--- src/rtl/snax_exercise_job_sched_pkg.sv ---
// snax_exercise_sched_pkg: shared job record, scheduler states and CSR constants.
// job_t is sized for the default build (32-bit CSR data, two requesters).
package snax_exercise_sched_pkg;
  localparam int JobDataW = 32;
  localparam int JobReqs = 2;
  localparam int JobIdW = JobReqs > 1 ? $clog2(JobReqs) : 1;
  localparam logic [JobDataW-1:0] CsrStartValue = JobDataW'(1);
  typedef struct packed {
    logic [JobIdW-1:0] id;
    logic [JobDataW-1:0] upper;
    logic [JobDataW-1:0] lower;
    logic [JobDataW-1:0] len;
  } job_t;
  typedef enum logic [2:0] {IDLE, ISSUE, WAIT_START, WAIT_DONE, REPORT} sched_state_e;
endpackage

--- src/rtl/snax_exercise_job_sched_if.sv ---
// snax_exercise_job_sched_if: requester, CSR, accelerator, completion and status signals of the job scheduler.
// SNAX_EXERCISE_SCHED_STATS_EN adds the per-requester job and reject counters.
interface snax_exercise_job_sched_if #(
  parameter int RegDataWidth = 32,
  parameter int NumReq = 2,
  parameter int JobDepth = 4,
  parameter int IdWidth = (NumReq > 1) ? $clog2(NumReq) : 1
);
  logic [NumReq-1:0] req_valid, req_ready;
  logic [NumReq-1:0][RegDataWidth-1:0] req_upper, req_lower, req_len;
  logic [RegDataWidth-1:0] csr_upper, csr_lower, csr_len, csr_start;
  logic csr_valid, csr_ready, acc_busy;
  logic [RegDataWidth-1:0] acc_perf;
  logic done_valid, done_err;
  logic [IdWidth-1:0] done_id;
  logic [RegDataWidth-1:0] done_perf;
  logic [$clog2(JobDepth):0] fifo_count;
  logic sched_idle;
`ifdef SNAX_EXERCISE_SCHED_STATS_EN
  logic [NumReq-1:0][RegDataWidth-1:0] stat_jobs;
  logic [RegDataWidth-1:0] stat_rejects;
`endif
  modport slave (
    input req_valid, req_upper, req_lower, req_len, csr_ready, acc_busy, acc_perf,
    output req_ready, csr_upper, csr_lower, csr_len, csr_start, csr_valid,
    output done_valid, done_id, done_err, done_perf, fifo_count, sched_idle
`ifdef SNAX_EXERCISE_SCHED_STATS_EN
    , output stat_jobs, stat_rejects
`endif
  );
  modport master (
    output req_valid, req_upper, req_lower, req_len, csr_ready, acc_busy, acc_perf,
    input req_ready, csr_upper, csr_lower, csr_len, csr_start, csr_valid,
    input done_valid, done_id, done_err, done_perf, fifo_count, sched_idle
`ifdef SNAX_EXERCISE_SCHED_STATS_EN
    , input stat_jobs, stat_rejects
`endif
  );
endinterface

--- src/rtl/snax_exercise_job_sched_rr_arb.sv ---
// snax_exercise_rr_arb: round-robin grant of the first requester at or after the pointer.
module snax_exercise_rr_arb #(
  parameter int NumReq = 2,
  parameter int IdWidth = (NumReq > 1) ? $clog2(NumReq) : 1
) (
  input  logic clk,
  input  logic rst,
  input  logic [NumReq-1:0] req,
  input  logic en,
  output logic [NumReq-1:0] gnt,
  output logic [IdWidth-1:0] idx
);
  logic [IdWidth-1:0] ptr;
  // Scanning from the far end lets the closest requester after ptr overwrite the rest.
  always_comb begin
    gnt = '0;
    idx = '0;
    for (int k = NumReq - 1; k >= 0; k--)
      if (en && req[IdWidth'((int'(ptr) + k) % NumReq)]) begin
        gnt = '0;
        gnt[IdWidth'((int'(ptr) + k) % NumReq)] = 1'b1;
        idx = IdWidth'((int'(ptr) + k) % NumReq);
      end
  end
  always_ff @(posedge clk or posedge rst)
    if (rst) ptr <= '0;
    else if (|gnt) ptr <= IdWidth'((int'(idx) + 1) % NumReq);
endmodule

--- src/rtl/snax_exercise_job_sched.sv ---
// snax_exercise_job_sched: round-robin job intake, job FIFO and single-job CSR issue/complete sequencer.
// SNAX_EXERCISE_SCHED_STATS_EN adds completed-job and rejected-job counters.
module snax_exercise_job_sched
  import snax_exercise_sched_pkg::*;
#(
  parameter int RegDataWidth = JobDataW,
  parameter int NumReq = JobReqs,
  parameter int JobDepth = 4,
  parameter int IdWidth = (NumReq > 1) ? $clog2(NumReq) : 1
) (
  input logic clk_i,
  input logic rst_i,
  snax_exercise_job_sched_if.slave bus
);
  localparam int AddrW = $clog2(JobDepth);
  localparam int CntW = AddrW + 1;
  job_t mem [JobDepth];
  job_t job;
  logic [AddrW-1:0] wr_ptr, rd_ptr;
  logic [CntW-1:0] count;
  logic [NumReq-1:0] gnt;
  logic [IdWidth-1:0] gnt_idx;
  logic push, pop, full;
  sched_state_e state;
  assign full = count == CntW'(JobDepth);
  assign push = |gnt;
  assign pop = state == IDLE && count != '0;
  assign bus.req_ready = gnt;
  assign bus.fifo_count = count;
  assign bus.sched_idle = state == IDLE && count == '0;
  assign bus.csr_upper = job.upper[RegDataWidth-1:0];
  assign bus.csr_lower = job.lower[RegDataWidth-1:0];
  assign bus.csr_len = job.len[RegDataWidth-1:0];
  snax_exercise_rr_arb #(.NumReq(NumReq), .IdWidth(IdWidth)) u_arb (
    .clk(clk_i), .rst(rst_i), .req(bus.req_valid), .en(!full), .gnt(gnt), .idx(gnt_idx)
  );
  always_ff @(posedge clk_i)
    if (push) mem[wr_ptr] <= '{id: JobIdW'(gnt_idx), upper: JobDataW'(bus.req_upper[gnt_idx]),
                               lower: JobDataW'(bus.req_lower[gnt_idx]), len: JobDataW'(bus.req_len[gnt_idx])};
  always_ff @(posedge clk_i or posedge rst_i)
    if (rst_i) begin
      wr_ptr <= '0;
      rd_ptr <= '0;
      count <= '0;
    end else begin
      wr_ptr <= push ? wr_ptr + AddrW'(1) : wr_ptr;
      rd_ptr <= pop ? rd_ptr + AddrW'(1) : rd_ptr;
      count <= count + CntW'(push) - CntW'(pop);
    end
  always_ff @(posedge clk_i or posedge rst_i)
    if (rst_i) begin
      state <= IDLE;
      job <= '0;
      bus.csr_valid <= 1'b0;
      bus.csr_start <= '0;
      bus.done_valid <= 1'b0;
      bus.done_id <= '0;
      bus.done_err <= 1'b0;
      bus.done_perf <= '0;
    end else begin
      bus.done_valid <= 1'b0;
      case (state)
        IDLE: if (pop) begin
          job <= mem[rd_ptr];
          bus.csr_start <= CsrStartValue[RegDataWidth-1:0];
          // Zero-length jobs never reach the accelerator; they complete as rejects.
          if (mem[rd_ptr].len == '0) begin
            state <= REPORT;
            bus.done_valid <= 1'b1;
            bus.done_id <= IdWidth'(mem[rd_ptr].id);
            bus.done_err <= 1'b1;
            bus.done_perf <= '0;
          end else begin
            state <= ISSUE;
            bus.csr_valid <= 1'b1;
          end
        end
        ISSUE: if (bus.csr_ready) begin
          bus.csr_valid <= 1'b0;
          state <= WAIT_START;
        end
        WAIT_START: if (bus.acc_busy) state <= WAIT_DONE;
        WAIT_DONE: if (!bus.acc_busy) begin
          state <= REPORT;
          bus.done_valid <= 1'b1;
          bus.done_id <= IdWidth'(job.id);
          bus.done_err <= 1'b0;
          bus.done_perf <= bus.acc_perf;
        end
        default: state <= IDLE;
      endcase
    end
`ifdef SNAX_EXERCISE_SCHED_STATS_EN
  always_ff @(posedge clk_i or posedge rst_i)
    if (rst_i) begin
      bus.stat_jobs <= '0;
      bus.stat_rejects <= '0;
    end else if (state == REPORT) begin
      if (bus.done_err) bus.stat_rejects <= bus.stat_rejects + RegDataWidth'(1);
      else bus.stat_jobs[bus.done_id] <= bus.stat_jobs[bus.done_id] + RegDataWidth'(1);
    end
`endif
endmodule
--- src/flat_wrapper.sv ---
// flat-port wrapper written by rule: the top's interface ports become plain ports
module snax_exercise_job_sched_flat import snax_exercise_sched_pkg::*;
#(
  parameter int RegDataWidth = JobDataW,
  parameter int NumReq = JobReqs,
  parameter int JobDepth = 4,
  parameter int IdWidth = (NumReq > 1) ? $clog2(NumReq) : 1
)
  (clk_i, rst_i, bus_req_valid, bus_req_upper, bus_req_lower, bus_req_len, bus_csr_ready, bus_acc_busy, bus_acc_perf, bus_req_ready, bus_csr_upper, bus_csr_lower, bus_csr_len, bus_csr_start, bus_csr_valid, bus_done_valid, bus_done_id, bus_done_err, bus_done_perf, bus_fifo_count, bus_sched_idle);
  snax_exercise_job_sched_if #(.RegDataWidth(RegDataWidth), .NumReq(NumReq), .JobDepth(JobDepth), .IdWidth(IdWidth)) bus_i ();
  input logic clk_i;
  input logic rst_i;
  input wire logic [$bits(bus_i.req_valid)-1:0] bus_req_valid;
  input wire logic [$bits(bus_i.req_upper)-1:0] bus_req_upper;
  input wire logic [$bits(bus_i.req_lower)-1:0] bus_req_lower;
  input wire logic [$bits(bus_i.req_len)-1:0] bus_req_len;
  input wire logic [$bits(bus_i.csr_ready)-1:0] bus_csr_ready;
  input wire logic [$bits(bus_i.acc_busy)-1:0] bus_acc_busy;
  input wire logic [$bits(bus_i.acc_perf)-1:0] bus_acc_perf;
  output wire logic [$bits(bus_i.req_ready)-1:0] bus_req_ready;
  output wire logic [$bits(bus_i.csr_upper)-1:0] bus_csr_upper;
  output wire logic [$bits(bus_i.csr_lower)-1:0] bus_csr_lower;
  output wire logic [$bits(bus_i.csr_len)-1:0] bus_csr_len;
  output wire logic [$bits(bus_i.csr_start)-1:0] bus_csr_start;
  output wire logic [$bits(bus_i.csr_valid)-1:0] bus_csr_valid;
  output wire logic [$bits(bus_i.done_valid)-1:0] bus_done_valid;
  output wire logic [$bits(bus_i.done_id)-1:0] bus_done_id;
  output wire logic [$bits(bus_i.done_err)-1:0] bus_done_err;
  output wire logic [$bits(bus_i.done_perf)-1:0] bus_done_perf;
  output wire logic [$bits(bus_i.fifo_count)-1:0] bus_fifo_count;
  output wire logic [$bits(bus_i.sched_idle)-1:0] bus_sched_idle;
  assign bus_i.req_valid = bus_req_valid;
  assign bus_i.req_upper = bus_req_upper;
  assign bus_i.req_lower = bus_req_lower;
  assign bus_i.req_len = bus_req_len;
  assign bus_i.csr_ready = bus_csr_ready;
  assign bus_i.acc_busy = bus_acc_busy;
  assign bus_i.acc_perf = bus_acc_perf;
  assign bus_req_ready = bus_i.req_ready;
  assign bus_csr_upper = bus_i.csr_upper;
  assign bus_csr_lower = bus_i.csr_lower;
  assign bus_csr_len = bus_i.csr_len;
  assign bus_csr_start = bus_i.csr_start;
  assign bus_csr_valid = bus_i.csr_valid;
  assign bus_done_valid = bus_i.done_valid;
  assign bus_done_id = bus_i.done_id;
  assign bus_done_err = bus_i.done_err;
  assign bus_done_perf = bus_i.done_perf;
  assign bus_fifo_count = bus_i.fifo_count;
  assign bus_sched_idle = bus_i.sched_idle;
  snax_exercise_job_sched #(.RegDataWidth(RegDataWidth), .NumReq(NumReq), .JobDepth(JobDepth), .IdWidth(IdWidth)) u_core (.clk_i(clk_i), .rst_i(rst_i), .bus(bus_i));
endmodule
--- config.mk ---
export PLATFORM = sky130hd
export DESIGN_NAME = snax_exercise_job_sched_flat
export DESIGN_NICKNAME = d
export VERILOG_FILES = /design/src/rtl/snax_exercise_job_sched_pkg.sv /design/src/rtl/snax_exercise_job_sched_if.sv /design/src/rtl/snax_exercise_job_sched_rr_arb.sv /design/src/rtl/snax_exercise_job_sched.sv /design/src/flat_wrapper.sv
export SDC_FILE = /design/constraint.sdc
export NUM_CORES = 1
export LEC_CHECK = 0
export CORE_ASPECT_RATIO = 1.4
export CORE_UTILIZATION = 53
export CTS_CLUSTER_SIZE = 24
export DETAILED_ROUTE_END_ITERATION = 12
export HOLD_SLACK_MARGIN = 0.15
export PLACE_DENSITY = 0.81
export RECOVER_POWER = 100
export SLEW_MARGIN = 40
export SYNTH_ARGS = -nofsm -noshare
export SYNTH_HDL_FRONTEND = slang
export SYNTH_HIERARCHICAL = 1
export SYNTH_SLANG_ARGS = --single-unit
--- constraint.sdc ---
create_clock -name clk_i -period 6.4 [get_ports clk_i]
set_input_delay 0.96 -clock clk_i [delete_from_list [all_inputs] [get_ports clk_i]]
set_output_delay 0.96 -clock clk_i [all_outputs]
set_load 0.01 [all_outputs]
==> summary.txt, run 1 <==
Run status
  – Run status: complete, but fails checks
  – Failing checks: max-capacitance violations, max-slew violations

Pwr
  – Pwr/cell area: 463.9 nW/um2
  – Total chip power: 12.40 mW
  – Total leakage power: 9.647 nW
  – Worst vdd rail ir drop: 303.9 uV

Floorplan
  – Vertical die dimension: 241.6 um
  – Num ports: 400
  – DIE WIDTH: 173.1 um
  – Starting utilization of the core area: 53.82%
  – Total number of placement rows: 87
  – Core ar.: 40390 um2
  – Full die area: 41830 um2

GRT
  – Global-route congestion overflow total: 0
  – Via count of the first global-routing pass: 11730
  – Wire length of the first global-routing pass: 67.94 mm
  – Grt met2 use: 39.88%
  – Met1 usage in global routing: 25.06%
  – Initial antenna violation count: 1
  – Layer with the highest usage after global routing: met2
  – Met3 Resource Use GR: 3.475%
  – Maximum number of pins on one net before global-route repair: 93
  – GRT Overall Usage: 21.53%

Timing
  – Worst relative slew slack: -152.0%
  – Worst-margin pin slew: 3.780 ns
  – Final setup viols: 0
  – Post-Route Setup TNS: 0 ns
  – Crit path time final: 4.793 ns
  – Final hold violation count: 0
  – Clock Skews: 0.01994 ns
  – Post-route fraction of the period consumed by the critical path: 74.89%
  – Final Max Slew Viols: 474
  – Final worst-path setup slack: 1.607 ns
  – Achievable clock frequency: 208.6 MHz
  – Setup repair after global routing missed its margin: no

Clocking
  – Number of gates given a new drive strength after cts: 0
  – Clock root buffer: sky130_fd_sc_hd__clkbuf_16
  – Number of sinks driven by the clock tree: 533
  – Clock latency on the worst-skew pair: 0.57 ns
  – Number of buffers inserted by hold repair at cts: 0
  – Count of buffers added by post-CTS timing repair for setup: 0
  – Total CTS buffers: 49
  – Number of buffers on the longest clock path: 3
  – Clock tree from TritonCTS: done
  – Htree depth: 2
  – Clock transition at the registers of the reported paths: 0.06 ns

Logic synthesis
  – Synthesized netlist cell count: 1105
  – Simple logic cell fraction of the synthesized area: 0.8233%
  – Async SR Flop Fraction: 27.20%
  – Largest family of logic cells by synthesized area: multiplexers
  – Flip-flop cell with the highest count after synthesis: sky130_fd_sc_hd__edfxtp_1
  – Average instance area after synthesis: 19.67 um2
  – Sequential fraction of the synthesis area: 70.31%
  – Compound-gate portion of the synthesized area: 1.704%
  – Adder and majority gate portion of the synthesized area: 0.4375%
  – Number of warnings issued by yosys: 6
  – Count of distinct cell types in the synthesized netlist: 40
  – Post-synthesis instance area: 21730 um2
  – Dominant cell by count in the synthesized netlist: sky130_fd_sc_hd__edfxtp_1
  – Share of Yosys cell area claimed by the top area cell type: 53.61%
  – Number of flops mapped to enable cells by yosys: 388
  – Synth area leader: sky130_fd_sc_hd__edfxtp_1
  – Most numerous cell types in the synthesized netlist: 388 x sky130_fd_sc_hd__edfxtp_1, 195 x sky130_fd_sc_hd__mux2_2, 145 x sky130_fd_sc_hd__dfrtp_1
  – Share of the synthesized netlist area taken by xor and xnor gates: 0.2015%
  – Multiplexer area fraction after synthesis: 20.50%
  – Number of synthesized register bits: 533
  – Cell types with the largest area share after synthesis: sky130_fd_sc_hd__edfxtp_1 54%, sky130_fd_sc_hd__dfrtp_1 17%, sky130_fd_sc_hd__mux2_2 10%

Detailed routing
  – Count of TritonRoute iterations in the first routing pass: 5
  – Initial DRC Count: 545
  – Average wire per standard cell: 22.29 um
  – Total via count after detailed routing: 10870
  – Post-route DRC: 0
  – Post-detailed-routing wire length: 43.93 mm
  – Routed via count divided by cell count: 5.512
  – Routed Antenna Nets: 0

Setup path
  – CP Data Arrival Time: 4.88 ns
  – Endpoint of the worst register-to-register path: u_core/bus.done_perf[16]
  – Reg-to-reg startpoint: u_core/rd_ptr[0]
  – FF-to-FF setup slack: 1.68 ns
  – Worst Path Class, Setup: in2reg
  – Maximum fanout along the worst path: 50
  – Number of cell instances on the worst register-to-register path: 8
  – Kind of start point of the critical path: input port
  – Worst Setup End Kind: flip-flop
  – CP Data Required Time: 6.48 ns

Place
  – Routability-driven placement congestion ratio: 0.7708
  – Worst slack at placement: 2.731 ns
  – Estimated wirelength of the detail-placed design: 27.50 mm
  – Number of buffer cells added on primary ports: 366

Min path
  – Worst min-delay path endpoint: u_core/bus.csr_start[0]
  – Hold Startpoint: u_core/bus.csr_start[0]
  – Kind of path behind the tightest hold check: reg2reg
  – Count of cells along the worst hold path: 1

Final layout
  – Layout area overhead: 22.98%
  – Final net count: 1632
  – Share of final-layout standard cells stronger than drive strength 1: 19.78%

Run
  – Number of maximum-capacitance violations: 10
stage by stage:
stage          cell area [um2]  hold slack (ns)  instances  util, %
2_1_floorplan            21850           0.4379       1135        -
5_1_grt                  26730           0.4845       1971    66.18
4_1_cts                  26880           0.4713       1970    66.55
6_report                 26730           0.4603       1971    66.18
3_3_place_gp             25110           0.4506       1873    62.18
3_5_place_dp             25240           0.4560       1878    62.49
logic make-up (layout without fill, tap and decap cells):
kind of cell             after synthesis  count (layout)
multiplexers                         293             293
adder cells (fa/ha/maj)                7               7
other                                  2              33
buffers and inverters                191             492
AND/OR/NAND/NOR                       31              31
AO/OA/AOI/OAI                         43              43
flip-flops                           533             533
XOR/XNOR                               5               5
layer usage:
metal,share of wire [%],vias up
li1,-,4762
met4,2.9,0
met5,0,-
met2,55,404
met1,37,5622
met3,5.3,77
final cells by class:
class | count | area [um2]
Clock inverter | 28 | 235.2
Sequential cell | 533 | 15280
Antenna cell | 1 | 2.502
Multi-Input combinational cell | 411 | 5274
Fill cell | 2659 | 13660
Clock buffer | 64 | 1405
Inverter | 13 | 56.30
Tap cell | 534 | 668.1
Timing Repair Buffer | 387 | 3804
sequential cells by signal (all words and copies together) (netlist names):
name,flops
u_core/mem,388
u_core/bus.done_perf,32
u_core/bus.done_valid,1
u_core/bus.fifo_count,3
u_core/bus.csr_valid,1
u_core/wr_ptr,2
u_core/bus.csr_len,32
u_core/bus.csr_upper,32
u_core/bus.done_id,1
u_core/bus.csr_start,1
u_core/state,3
u_core/rd_ptr,2
u_core/job,1
u_core/u_arb/ptr,1
u_core/bus.done_err,1
u_core/bus.csr_lower,32
cell usage in the layout (no fill, tap or decap), types with 2 or more instances in the layout:
cell | Yosys | routed
sky130_fd_sc_hd__mux4_2 | 81 | 81
sky130_fd_sc_hd__inv_6 | 0 | 2
sky130_fd_sc_hd__dlygate4sd3_1 | 0 | 141
sky130_fd_sc_hd__clkdlybuf4s50_1 | 0 | 225
sky130_fd_sc_hd__clkbuf_16 | 0 | 51
sky130_fd_sc_hd__nand2_1 | 4 | 4
sky130_fd_sc_hd__mux2_1 | 0 | 97
sky130_fd_sc_hd__xnor2_1 | 3 | 3
sky130_fd_sc_hd__a22o_2 | 5 | 5
sky130_fd_sc_hd__ha_1 | 6 | 6
sky130_fd_sc_hd__nand4_1 | 2 | 2
sky130_fd_sc_hd__clkinvlp_4 | 0 | 3
sky130_fd_sc_hd__nand3b_1 | 3 | 3
sky130_fd_sc_hd__a22o_1 | 27 | 27
sky130_fd_sc_hd__dfrtp_1 | 145 | 144
sky130_fd_sc_hd__nor2_1 | 4 | 2
sky130_fd_sc_hd__nor3_1 | 2 | 2
sky130_fd_sc_hd__edfxtp_1 | 388 | 388
sky130_fd_sc_hd__bufinv_16 | 0 | 3
sky130_fd_sc_hd__buf_6 | 7 | 3
sky130_fd_sc_hd__conb_1 | 2 | 32
sky130_fd_sc_hd__clkinv_2 | 0 | 14
sky130_fd_sc_hd__buf_4 | 128 | 3
sky130_fd_sc_hd__a21oi_1 | 4 | 4
sky130_fd_sc_hd__o21ai_0 | 2 | 3
sky130_fd_sc_hd__nor4_1 | 8 | 8
sky130_fd_sc_hd__clkbuf_8 | 2 | 8
sky130_fd_sc_hd__inv_1 | 13 | 12
sky130_fd_sc_hd__xor2_1 | 2 | 2
sky130_fd_sc_hd__mux4_1 | 16 | 16
sky130_fd_sc_hd__clkbuf_1 | 26 | 18
sky130_fd_sc_hd__clkinv_1 | 0 | 5
sky130_fd_sc_hd__nor2b_4 | 0 | 3
sky130_fd_sc_hd__mux2_2 | 195 | 99
worst max-delay path by stage:
stage                      from  slack, ns                  endpoint  cells past startpoint
4_1_cts        u_core/rd_ptr[0]       2.70  u_core/bus.done_perf[16]                      8
2_1_floorplan  bus_req_valid[0]       0.23          u_core/mem[0][0]                      3
5_1_grt        u_core/rd_ptr[0]       1.34  u_core/bus.done_perf[16]                      8
3_5_place_dp   u_core/rd_ptr[0]       2.73  u_core/bus.done_perf[16]                      8
6_report       bus_req_valid[0]       1.61         u_core/mem[2][90]                      5
3_3_place_gp   u_core/rd_ptr[0]       2.37        u_core/bus.done_id                      6
power breakdown:
part	total (mW)	switching [mW]	internal, mW	leakage (nW)
Clock	2.92	1.24	1.68	0.813
Combinational	4.08	1.92	2.16	3.51
Sequential	5.40	0.473	4.93	5.32
worst max-delay path: stages:
cell and delay (ns):
sky130_fd_sc_hd__dlygate4sd3_1 0.56, sky130_fd_sc_hd__and3b_1 0.18, sky130_fd_sc_hd__nor2_1 0.21, sky130_fd_sc_hd__nor2b_1 0.46, sky130_fd_sc_hd__clkbuf_1 2.46
Note: power is estimated with default switching activity, not from simulation.
==> run 2: changes to the inputs <==
Clock period 6.4 ns to 4.9 ns, I/O delays scaled along.
==> summary.txt, run 2 (synthesized netlist as in run 1, its figures left out) <==
Setup path
  – Top cell family by delay on the critical path: buffers and inverters
  – Maximum fanout along the worst path: 27
  – CP Data Required Time: 5.05 ns
  – Critical path depth: 5
  – Worst Setup End Kind: flip-flop
  – Kind of start point of the critical path: input port
  – Worst Path Class, Setup: in2reg
  – CP Data Arrival Time: 4.22 ns
  – Number of cell instances on the worst register-to-register path: 6
  – Highest cell delay on the worst timing path: 1.33 ns
  – Count of buffer and inverter cells on the critical path: 2
  – Cells along the critical path: dlygate4sd3_1 -> and3b_1 -> nor2_1 -> nor2b_1 -> clkbuf_1
  – Slowest CP cell: sky130_fd_sc_hd__clkbuf_1

Detailed routing
  – Post-route DRC: 0
  – Routed via count divided by cell count: 5.511
  – Routed Antenna Nets: 0
  – Total via count after detailed routing: 10860
  – Post-detailed-routing wire length: 44.11 mm
  – Initial DRC Count: 548
  – Average wire per standard cell: 22.39 um
  – Count of TritonRoute iterations in the first routing pass: 4

Place
  – Placed cell areas: 25300 um2
  – Worst slack at placement: 1.252 ns
  – Number of buffer cells added on primary ports: 366
  – Routability-driven placement congestion ratio: 0.7996
  – Estimated wirelength of the detail-placed design: 28.30 mm

Floorplan
  – DIE WIDTH: 173.1 um
  – Full die area: 41830 um2
  – Core ar.: 40390 um2
  – Vertical die dimension: 241.6 um
  – Num ports: 400
  – Total number of placement rows: 87
  – Starting utilization of the core area: 53.82%

Final layout
  – Largest register FFs: 388
  – Total of fill cells in the finished design: 2649
  – Register with the highest flop count: u_core/mem
  – Diode count: 0
  – Final net count: 1635
  – Layout area overhead: 22.93%
  – Share of final-layout standard cells stronger than drive strength 1: 19.08%
  – Summed area of non-filler cells in the final layout: 26720 um2
  – Most common cell after layout, fill and taps aside: sky130_fd_sc_hd__edfxtp_1
  – Most frequent cells in the layout: 388 x sky130_fd_sc_hd__edfxtp_1, 225 x sky130_fd_sc_hd__clkdlybuf4s50_1, 143 x sky130_fd_sc_hd__dfrtp_1

Clocking
  – Number of sinks driven by the clock tree: 533
  – Number of buffers on the longest clock path: 3
  – Clock root buffer: sky130_fd_sc_hd__clkbuf_16
  – Number of gates given a new drive strength after cts: 0
  – Count of buffers added by post-CTS timing repair for setup: 0
  – Clock transition at the registers of the reported paths: 0.06 ns
  – Htree depth: 2
  – Clock tree from TritonCTS: done
  – Number of buffers inserted by hold repair at cts: 0
  – Clock latency on the worst-skew pair: 0.56 ns
  – Total CTS buffers: 49

GRT
  – Initial antenna violation count: 1
  – GRT Overall Usage: 21.72%
  – Global-route congestion overflow total: 0
  – Via count of the first global-routing pass: 11870
  – Maximum number of pins on one net before global-route repair: 83
  – Wire length of the first global-routing pass: 68.41 mm

Pwr
  – Total leakage power: 9.638 nW
  – Worst vdd rail ir drop: 331.6 uV
  – Pwr/cell area: 605.0 nW/um2

Timing
  – Worst-margin pin slew: 2.459 ns
  – Setup repair after global routing missed its margin: no
  – Post-route fraction of the period consumed by the critical path: 83.21%
  – Worst relative slew slack: -63.94%
  – Final setup viols: 0
  – Tightest hold margin: 0.4759 ns
  – Final worst-path setup slack: 0.8228 ns
  – Clock Skews: 0.01890 ns
  – Crit path time final: 4.077 ns
  – Final Max Slew Viols: 435
  – Achievable clock frequency: 245.3 MHz
  – Final hold violation count: 0

Run status
  – Run status: complete, but fails checks
  – Failing checks: max-capacitance violations, max-slew violations

Min path
  – Count of cells along the worst hold path: 1
  – Kind of path behind the tightest hold check: reg2reg

Run
  – Number of maximum-capacitance violations: 9
==> run 2: area by class of cell <==
cell class	count	area, um2	area share (%)
Tap cell	534	668.1	2.501
Clock buffer	71	1369	5.123
Multi-Input combinational cell	411	5265	19.71
Sequential cell	533	15290	57.22
Inverter	13	52.55	0.1967
Timing Repair Buffer	390	3836	14.36
Clock inverter	18	239.0	0.8945
==> run 2: path summary, 6_finish.rpt <==
kind	start	to	slack [ns]
setup / recovery	bus_req_valid[0]	u_core/mem[3][41]	0.82
hold reg to reg	u_core/bus.csr_start[0]	u_core/bus.csr_start[0]	0.48
max in group asynchronous	rst_i	u_core/rd_ptr[1]	2.39
hold / removal	u_core/bus.csr_start[0]	u_core/bus.csr_start[0]	0.48
setup reg to reg	u_core/bus.fifo_count[1]	u_core/mem[3][41]	0.99
min in group asynchronous	rst_i	u_core/u_arb/ptr	0.54
==> run 2: routing by layer <==
layer	vias up	track usage [%]	routed length, um
met1	5581	25.13	16050
met3	92	3.553	2395
li1	4758	-	-
met5	-	0	0
met2	425	39.92	23970
met4	0	8.824	1697
==> run 2: stage by stage <==
step	TNS (ns)	power, mW	utilization [%]	std cells
2_1_floorplan	-404.54	11.02	-	1135
3_3_place_gp	0	12.55	62.33	1876
3_5_place_dp	0	12.86	62.65	1881
4_1_cts	0	16.72	66.64	1970
5_1_grt	0	16.94	66.16	1970
6_report	0	16.17	66.16	1970
==> run 2: power breakdown <==
group	switching [mW]	internal, mW
clock	1.56	2.25
sequential	0.599	6.41
combinational	2.55	2.80
